[src/rtl/instruction_fetch_controller_if.sv]
// Fetch controller bus bundle: start, instruction-memory port, redirect,
// IF/ID handshake with decode, and fault/performance status.
interface instruction_fetch_controller_if #(
    parameter int unsigned ADDR_WIDTH = 10
);
    logic                  start;
    logic [ADDR_WIDTH-1:0] imemAddress;
    logic [31:0]           imemInstruction;
    logic                  branchTaken;
    logic [31:0]           branchTarget;
    logic                  idReady;
    logic                  ifValid;
    logic [31:0]           ifInstruction;
    logic [31:0]           ifPC;
    logic                  fetchFault;
    logic [31:0]           faultPC;
    logic [31:0]           fetchCount;

    // master is the fetch controller; slave is memory, execute and decode.
    modport master (
        input  start, imemInstruction, branchTaken, branchTarget, idReady,
        output imemAddress, ifValid, ifInstruction, ifPC, fetchFault, faultPC, fetchCount
    );

    modport slave (
        output start, imemInstruction, branchTaken, branchTarget, idReady,
        input  imemAddress, ifValid, ifInstruction, ifPC, fetchFault, faultPC, fetchCount
    );
endinterface

[src/rtl/instruction_fetch_controller.sv]
// RV32IM instruction fetch: owns the PC, feeds the IF/ID register, applies redirects
// and faults on misaligned targets. FETCH_PERF_COUNTER_EN adds an accepted-instruction counter.
module instruction_fetch_controller #(
    parameter int unsigned ADDR_WIDTH = 10,
    parameter logic [31:0] RESET_PC   = 32'h0000_0000
) (
    input  logic                           clk,
    input  logic                           reset,
    instruction_fetch_controller_if.master bus
);
    localparam logic [31:0] NOP = 32'h0000_0013;

    typedef enum logic [1:0] {
        S_BOOT  = 2'd0,
        S_RUN   = 2'd1,
        S_FAULT = 2'd2
    } state_t;

    state_t      state_q, state_d;
    logic [31:0] pc_q, pc_d;
    logic        if_valid_q, if_valid_d;
    logic [31:0] if_instr_q, if_instr_d;
    logic [31:0] if_pc_q, if_pc_d;
    logic [31:0] fault_pc_q, fault_pc_d;
    logic        misaligned;

    assign misaligned = bus.branchTaken && (bus.branchTarget[1:0] != 2'b00);

    always_ff @(posedge clk or posedge reset) begin
        if (reset) begin
            state_q <= S_BOOT;
        end else begin
            state_q <= state_d;
        end
    end

    always_comb begin
        state_d = state_q;
        case (state_q)
            S_BOOT:  if (bus.start) state_d = S_RUN;
            S_RUN:   if (misaligned) state_d = S_FAULT;
            S_FAULT: state_d = S_FAULT;
            default: state_d = S_BOOT;
        endcase
    end

    // A redirect beats both load and stall, so a stalled IF/ID word is dropped.
    always_comb begin
        pc_d       = pc_q;
        if_valid_d = if_valid_q;
        if_instr_d = if_instr_q;
        if_pc_d    = if_pc_q;
        fault_pc_d = fault_pc_q;
        if (state_q == S_RUN) begin
            if (bus.branchTaken) begin
                if_valid_d = 1'b0;
                if_instr_d = NOP;
                if (misaligned) begin
                    fault_pc_d = bus.branchTarget;
                end else begin
                    pc_d = bus.branchTarget;
                end
            end else if (!if_valid_q || bus.idReady) begin
                if_instr_d = bus.imemInstruction;
                if_pc_d    = pc_q;
                if_valid_d = 1'b1;
                pc_d       = pc_q + 32'd4;
            end
        end
    end

    always_ff @(posedge clk or posedge reset) begin
        if (reset) begin
            pc_q       <= RESET_PC;
            if_valid_q <= 1'b0;
            if_instr_q <= NOP;
            if_pc_q    <= 32'h0;
            fault_pc_q <= 32'h0;
        end else begin
            pc_q       <= pc_d;
            if_valid_q <= if_valid_d;
            if_instr_q <= if_instr_d;
            if_pc_q    <= if_pc_d;
            fault_pc_q <= fault_pc_d;
        end
    end

`ifdef FETCH_PERF_COUNTER_EN
    logic [31:0] fetch_count_q, fetch_count_d;

    always_comb begin
        fetch_count_d = fetch_count_q;
        if (if_valid_q && bus.idReady && (fetch_count_q != 32'hFFFF_FFFF)) begin
            fetch_count_d = fetch_count_q + 32'd1;
        end
    end

    always_ff @(posedge clk or posedge reset) begin
        if (reset) begin
            fetch_count_q <= 32'h0;
        end else begin
            fetch_count_q <= fetch_count_d;
        end
    end

    assign bus.fetchCount = fetch_count_q;
`else
    assign bus.fetchCount = 32'h0;
`endif

    // Memory index ignores PC bits above the array, so addressing wraps.
    assign bus.imemAddress   = pc_q[ADDR_WIDTH+1:2];
    assign bus.ifValid       = if_valid_q;
    assign bus.ifInstruction = if_instr_q;
    assign bus.ifPC          = if_pc_q;
    assign bus.fetchFault    = (state_q == S_FAULT);
    assign bus.faultPC       = fault_pc_q;
endmodule

[src/flat_wrapper.sv]
// flat-port wrapper written by rule: the top's interface ports become plain ports
module instruction_fetch_controller_flat 
#(
    parameter int unsigned ADDR_WIDTH = 10,
    parameter logic [31:0] RESET_PC   = 32'h0000_0000
)
  (clk, reset, bus_start, bus_imemInstruction, bus_branchTaken, bus_branchTarget, bus_idReady, bus_imemAddress, bus_ifValid, bus_ifInstruction, bus_ifPC, bus_fetchFault, bus_faultPC, bus_fetchCount);
  instruction_fetch_controller_if #(.ADDR_WIDTH(ADDR_WIDTH)) bus_i ();
  input  logic clk;
  input  logic reset;
  input wire logic [$bits(bus_i.start)-1:0] bus_start;
  input wire logic [$bits(bus_i.imemInstruction)-1:0] bus_imemInstruction;
  input wire logic [$bits(bus_i.branchTaken)-1:0] bus_branchTaken;
  input wire logic [$bits(bus_i.branchTarget)-1:0] bus_branchTarget;
  input wire logic [$bits(bus_i.idReady)-1:0] bus_idReady;
  output wire logic [$bits(bus_i.imemAddress)-1:0] bus_imemAddress;
  output wire logic [$bits(bus_i.ifValid)-1:0] bus_ifValid;
  output wire logic [$bits(bus_i.ifInstruction)-1:0] bus_ifInstruction;
  output wire logic [$bits(bus_i.ifPC)-1:0] bus_ifPC;
  output wire logic [$bits(bus_i.fetchFault)-1:0] bus_fetchFault;
  output wire logic [$bits(bus_i.faultPC)-1:0] bus_faultPC;
  output wire logic [$bits(bus_i.fetchCount)-1:0] bus_fetchCount;
  assign bus_i.start = bus_start;
  assign bus_i.imemInstruction = bus_imemInstruction;
  assign bus_i.branchTaken = bus_branchTaken;
  assign bus_i.branchTarget = bus_branchTarget;
  assign bus_i.idReady = bus_idReady;
  assign bus_imemAddress = bus_i.imemAddress;
  assign bus_ifValid = bus_i.ifValid;
  assign bus_ifInstruction = bus_i.ifInstruction;
  assign bus_ifPC = bus_i.ifPC;
  assign bus_fetchFault = bus_i.fetchFault;
  assign bus_faultPC = bus_i.faultPC;
  assign bus_fetchCount = bus_i.fetchCount;
  instruction_fetch_controller #(.ADDR_WIDTH(ADDR_WIDTH), .RESET_PC(RESET_PC)) u_core (.clk(clk), .reset(reset), .bus(bus_i));
endmodule
[config.mk]
export PLATFORM = sky130hd
export DESIGN_NAME = instruction_fetch_controller_flat
export DESIGN_NICKNAME = d
export VERILOG_FILES = /design/src/rtl/instruction_fetch_controller_if.sv /design/src/rtl/instruction_fetch_controller.sv /design/src/flat_wrapper.sv
export SDC_FILE = /design/constraint.sdc
export NUM_CORES = 1
export LEC_CHECK = 0
export ABC_AREA = 0
export BUFFER_PORTS_ARGS = -buffer_cell sky130_fd_sc_hd__buf_2
export CAP_MARGIN = 20
export CORE_ASPECT_RATIO = 0.9
export CORE_MARGIN = 8
export CORE_UTILIZATION = 45
export DETAILED_ROUTE_END_ITERATION = 8
export GPL_TIMING_DRIVEN = 0
export PLACE_DENSITY_LB_ADDON = 0.05
export SYNTH_ARGS = -nofsm -noshare
export SYNTH_HDL_FRONTEND = slang
export SYNTH_SLANG_ARGS = --single-unit
[constraint.sdc]
create_clock -name clk -period 4.02 [get_ports clk]
set_input_delay 0.402 -clock clk [delete_from_list [all_inputs] [get_ports clk]]
set_output_delay 0.402 -clock clk [all_outputs]
set_load 0.01 [all_outputs]
; Word-level counts from Yosys, hierarchy flattened
; Cells that the tools add are included.
[word_totals]
ram_bits = 0
ff_bits = 131
wordCells = 34
rom_bits = 0
output_inout_bits = 140
memories = 0
latch_bits = 0
inputBits = 69
[op_classes]
mux = 10
n_mul = 0
n_lt_le_gt_ge = 0
n_reduce_logical = 11
shift = 0
eq_ne = 5
addsub = 1
div_mod_pow = 0
bitwise = 1
[ops]
columns = op, n
row1 = 32-bit 2-to-1 mux, 5
row2 = 32-bit by 3-bit adder with 32-bit output (second input constant), 1
row3 = 3-bit AND reduction, 3
row4 = 2-bit one-hot mux with 3 select lines, 1
row5 = 2-bit 2-to-1 mux, 2
row6 = 2-bit inequality test (second input constant), 2
row7 = 2-bit AND reduction, 2
row8 = 2-bit nonzero test, 2
row9 = 2-bit by 1-bit == test with 1-bit output (second input constant), 1
row10 = 2-bit == test (second input constant), 1
row11 = 2-bit zero test, 1
row12 = 1-bit 2-to-1 mux, 2
row13 = 2-bit by 1-bit inequality test with 1-bit output (second input constant), 1
row14 = 1-bit logical AND, 1
row15 = 1-bit zero test, 1
row16 = 1-bit logical OR, 1
row17 = 1-bit inverter, 1

; Logic depth before layout (Yosys ltp)
[depth]
word_depth = 4
mapped_depth = 8
depth_no_buf = 7

; Least setup slack after synthesis
; Ideal clock, no wire load.
[synth_timing]
kind = reg2reg
startpoint = register u_core.state_q[0]
endpoint = register u_core.fault_pc_q[10], in the netlist u_core.bus.faultPC[10]
path_stages_with_launch = 6
required_ps = 3895
t_arrival_ps = 1625
period_less_slack_ps = 1749
slack_ps = 2271
cell_sequence = dfrtp_1 -> ha_1 -> clkbuf_1 -> o211ai_1 -> clkbuf_1 -> mux2_2
[synth_between]
elab_chain_cells = 2
[synth_rtl]
columns = element, line_no
row1 = "start, declared", instruction_fetch_controller.sv:19  ; state_t state_q, state_d;
row2 = "start signal, assigned", instruction_fetch_controller.sv:33  ; state_q <= state_d;
row3 = 2-bit by 1-bit == test with 1-bit output, instruction_fetch_controller.sv:54  ; if (state_q == S_RUN) begin
row4 = 3-bit AND reduction (no line), n/a
row5 = "end signal, assigned", instruction_fetch_controller.sv:84  ; fault_pc_q <= fault_pc_d;
row6 = "end, declared", instruction_fetch_controller.sv:24  ; logic [31:0] fault_pc_q, fault_pc_d;
; No other way between the ends.
; A chain may end at the register's enable or synchronous reset.

; Worst setup path after layout
[layout_timing]
startpoint = register u_core.state_q[1]
endpoint = register u_core.if_pc_q[25], in the netlist u_core.bus.ifPC[25]
[layout_between]
elab_chain_cells = 2
[layout_rtl]
columns = element, line_no
row1 = 2-bit by 1-bit == test with 1-bit output, instruction_fetch_controller.sv:54
row2 = 3-bit AND reduction (no line), n/a
row3 = "end signal, assigned", instruction_fetch_controller.sv:83  ; if_pc_q <= if_pc_d;
row4 = "end, declared", instruction_fetch_controller.sv:23  ; logic [31:0] if_pc_q, if_pc_d;
; No other way between the ends.

==> results by group <==
Yosys
  – Mean post-synth cell area: roughly 10 um2
  – Synth cell types: 52
  – Number of enable flip-flop cells after synthesis: 0
  – Seq cells post-synth: roughly 130
  – Sequential area share after synthesis: 0.547
  – Main area contributors after synthesis: dfrtp_1 53%, nand2_1 7.6%, mux2_2 5.8%
  – Synth area leader: dfrtp_1
  – Synthesized area: about 0.0060 mm2
  – Ys flop type: dfrtp_1
  – Top-area cell type share of the netlist area: 0.534
  – Synthesis Warnings: 0
  – Ys async rst share: 1.00
  – Post-synthesis instance total: roughly 570

Routing
  – Via count: 5075
  – Initial drt markers: approximately 360
  – DRC errors left: 0
  – Final wirelength: 16.9 mm
  – WL/cell: roughly 17 um
  – DRT Pass-1 Iters: 5
  – Vias/cell: a little over 5
  – Post-route ant nets: 0

Timing
  – Fin. max-slew vios: 0
  – Rel. slew slack: 0.543
  – Setup violators final: 0
  – Hold_ws: roughly 35 ps
  – Setup Skew: 5.86 ps
  – Fin. Hold Viols: 0
  – Fmax: roughly 0.46 GHz
  – RSZ-0062 raised after global routing: no
  – Final Cycle Share: 0.540
  – Worst slew pin tran: 686 ps
  – Fin crit period: ~2200 ps

Floorplanning
  – I/O pin cnt: approximately 210
  – Die ar.: 0.0173 mm2
  – Die width: between 100 and 150 um
  – Rows: 40
  – Core area: roughly 0.013 mm2
  – Die Height: roughly 130 um
  – Initial core utilization: 0.456

Pwr
  – Flop pwr share: 0.405
  – NetSw: ~1.9 mW
  – Combinational Power Share: 0.329
  – Static Leakage: just over 4 nW
  – Clock share of power: 0.267
  – Worst vdd ir: approximately 0.33 mV
  – Pwr/cell area: ~720 mW/mm2
  – Switching share of power: 0.341
  – P_int: ~3.7 mW
  – Total power: 5.64 mW

Worst setup path
  – Critical Path Start: u_core.state_q[1]
  – Max incr delay on CP: between 400 and 500 ps
  – Slowest cell on crit path: nand3_1
  – Setup slack, reg-to-reg: about 1900 ps
  – RR Startpoint: u_core.state_q[1]
  – Startpoint Class: flip-flop
  – CP Class: flip-flop to flip-flop
  – Worst Path Arrival: 2470 ps
  – CP max FO: 10
  – Worst Setup EP: u_core.bus.ifPC[25]
  – FF-to-FF End: u_core.bus.ifPC[25]
  – Worst-path cell chain: inv_1 > ha_1 > clkbuf_1 > nand3_1 > clkbuf_1 > nand2_1 > nand2_1
  – R2R cell count: 7
  – WP data required: approximately 4300 ps
  – CP Capture Type: flip-flop

Final layout
  – Antenna Cells: 0
  – Area growth from synthesis to layout: 30.2%
  – Commonest non-fill, non-tap cell in the layout: buf_2
  – Most frequent cells in the layout: 182 x buf_2, 128 x dfrtp_1, 121 x nand2_1
  – Final net count: between 800 and 900
  – Share of cells above drive strength 1: 0.365

GRT
  – Initial antenna violation count: 0
  – Total GRT Usage: 0.200
  – Largest net degree at the start of global routing: 80
  – Met2 GRT Util: 0.318
  – First-pass GRT wire length: 27.3 mm
  – Vias in the first global route: between 5000 and 6000
  – Busiest grt layer: met2
  – Met3 usage: 0.0749
  – Global routing usage on met1: 0.247
  – GR Overflow Total: 0

Run status
  – Outcome: complete, no violations

Clocking
  – Clk slew on worst S/H paths: roughly 50 ps
  – Post-CTS sizing: 0
  – CTS Sinks: roughly 130
  – Post-CTS Setup Bufs: 0
  – CTS tree: built
  – CTS Hold Bufs: 0
  – Cts bufs inserted: 17
  – CTS H-tree depth: 4
  – Clock buffer depth: 2
  – Worst-Skew Late Latency: 410 ps
  – Clock Root Buffer: clkbuf_16

Flow run
  – Max Cap Violations: 0

Place
  – DP HPWL: about 13 mm
  – Gpl congestion: approximately 0.82
  – Port buffer count: around 180

Min path
  – Worst min path class: input pin to async pin
[worst min path at each step]
stage                         startpoint                     end  cells past startpoint  slack, ps
after floorplan           u_core.pc_q[0]      u_core.bus.ifPC[0]                      2        430
after global placement    u_core.pc_q[1]      u_core.bus.ifPC[1]                      2        460
after detailed placement  u_core.pc_q[1]      u_core.bus.ifPC[1]                      2        450
after CTS                          reset      u_core.bus.ifPC[5]                      2         40
after global routing               reset  u_core.bus.faultPC[22]                      2         60
final                              reset  u_core.bus.faultPC[22]                      2         30
[worst max-delay path: cells and delay by family (launching register included)]
| family | cells | cell delay [ps] |
|---|---|---|
| adders and majority gates | 1 | 190 |
| buffers and inverters | 3 | 790 |
| DFF | 1 | 390 |
| and+or+nand+nor | 3 | 690 |
[power groups by stage]
| stage | combinational [mW] | clock (mW) | sequential (mW) |
|---|---|---|---|
| after global routing | 2.06 | 1.61 | 2.37 |
| final | 1.85 | 1.50 | 2.28 |
| after detailed placement | 1.89 | 0 | 2.29 |
| after floorplan | 0.942 | 0 | 2.42 |
| after CTS | 1.89 | 1.54 | 2.29 |
| after global placement | 1.84 | 0 | 2.27 |
[Yosys cell counts (5+ instances only)]
cell / number
a21oi_1: 23
a22o_1: 30
and3_1: 5
and4_1: 5
buf_2: 7
buf_4: 43
clkbuf_1: 20
dfrtp_1: 128
inv_1: 7
mux2_2: 31
mux2i_1: 7
nand2_1: 121
nand3_1: 16
nor2_1: 16
nor3_1: 14
o21ai_0: 25
o22ai_1: 11
[stage by stage]
| step | TNS, ps | cells | setup WS [ps] | utilization | instance area (um2) |
|---|---|---|---|---|---|
| CTS | 0 | 981 | 1800 | 0.593 | 7810 |
| finish | 0 | 981 | 1850 | 0.593 | 7810 |
| floorplan | 0 | 605 | 125 | - | 6110 |
| detailed placement | 0 | 949 | 1840 | 0.549 | 7230 |
| global placement | -164940 | 948 | -1290 | 0.547 | 7200 |
| global route | 0 | 981 | 1590 | 0.593 | 7810 |
[flip-flops by register name (all words and copies together), names as in the netlist]
| name | flops |
|---|---|
| u_core.bus.faultPC | 32 |
| u_core.bus.ifInstruction | 32 |
| u_core.bus.ifPC | 32 |
| u_core.pc_q | 32 |
| u_core.state_q | 2 |
| u_core.bus.ifValid | 1 |
[per-layer routing]
layer / share of wire / vias up
li1: - / 2402
met5: 0 / -
met1: 0.42 / 2448
met2: 0.47 / 207
met4: 0.014 / 0
met3: 0.095 / 18
[area by class of cell]
type	count	area, um2
multi-input cells	393	2360
fillers	1141	5360
flip-flops and latches	131	3280
repair buffers	176	903
well taps	168	210
clock inverters	4	70.1
clock buffers	28	507
plain buffers	74	448
inverters	7	31.3
[kinds of logic (layout without fill, tap and decap cells)]
group | Yosys count | in the layout | share of synthesized area
AOI/OAI and AO/OA | 118 | 118 | 0.136
adders and majority gates | 4 | 4 | 0.00835
buffers and inverters | 81 | 289 | 0.0791
DFF | 131 | 131 | 0.547
muxes | 38 | 38 | 0.0699
other | 1 | 32 | 0.000625
and+or+nand+nor | 201 | 201 | 0.159
Power figures use the tool's default switching activity.
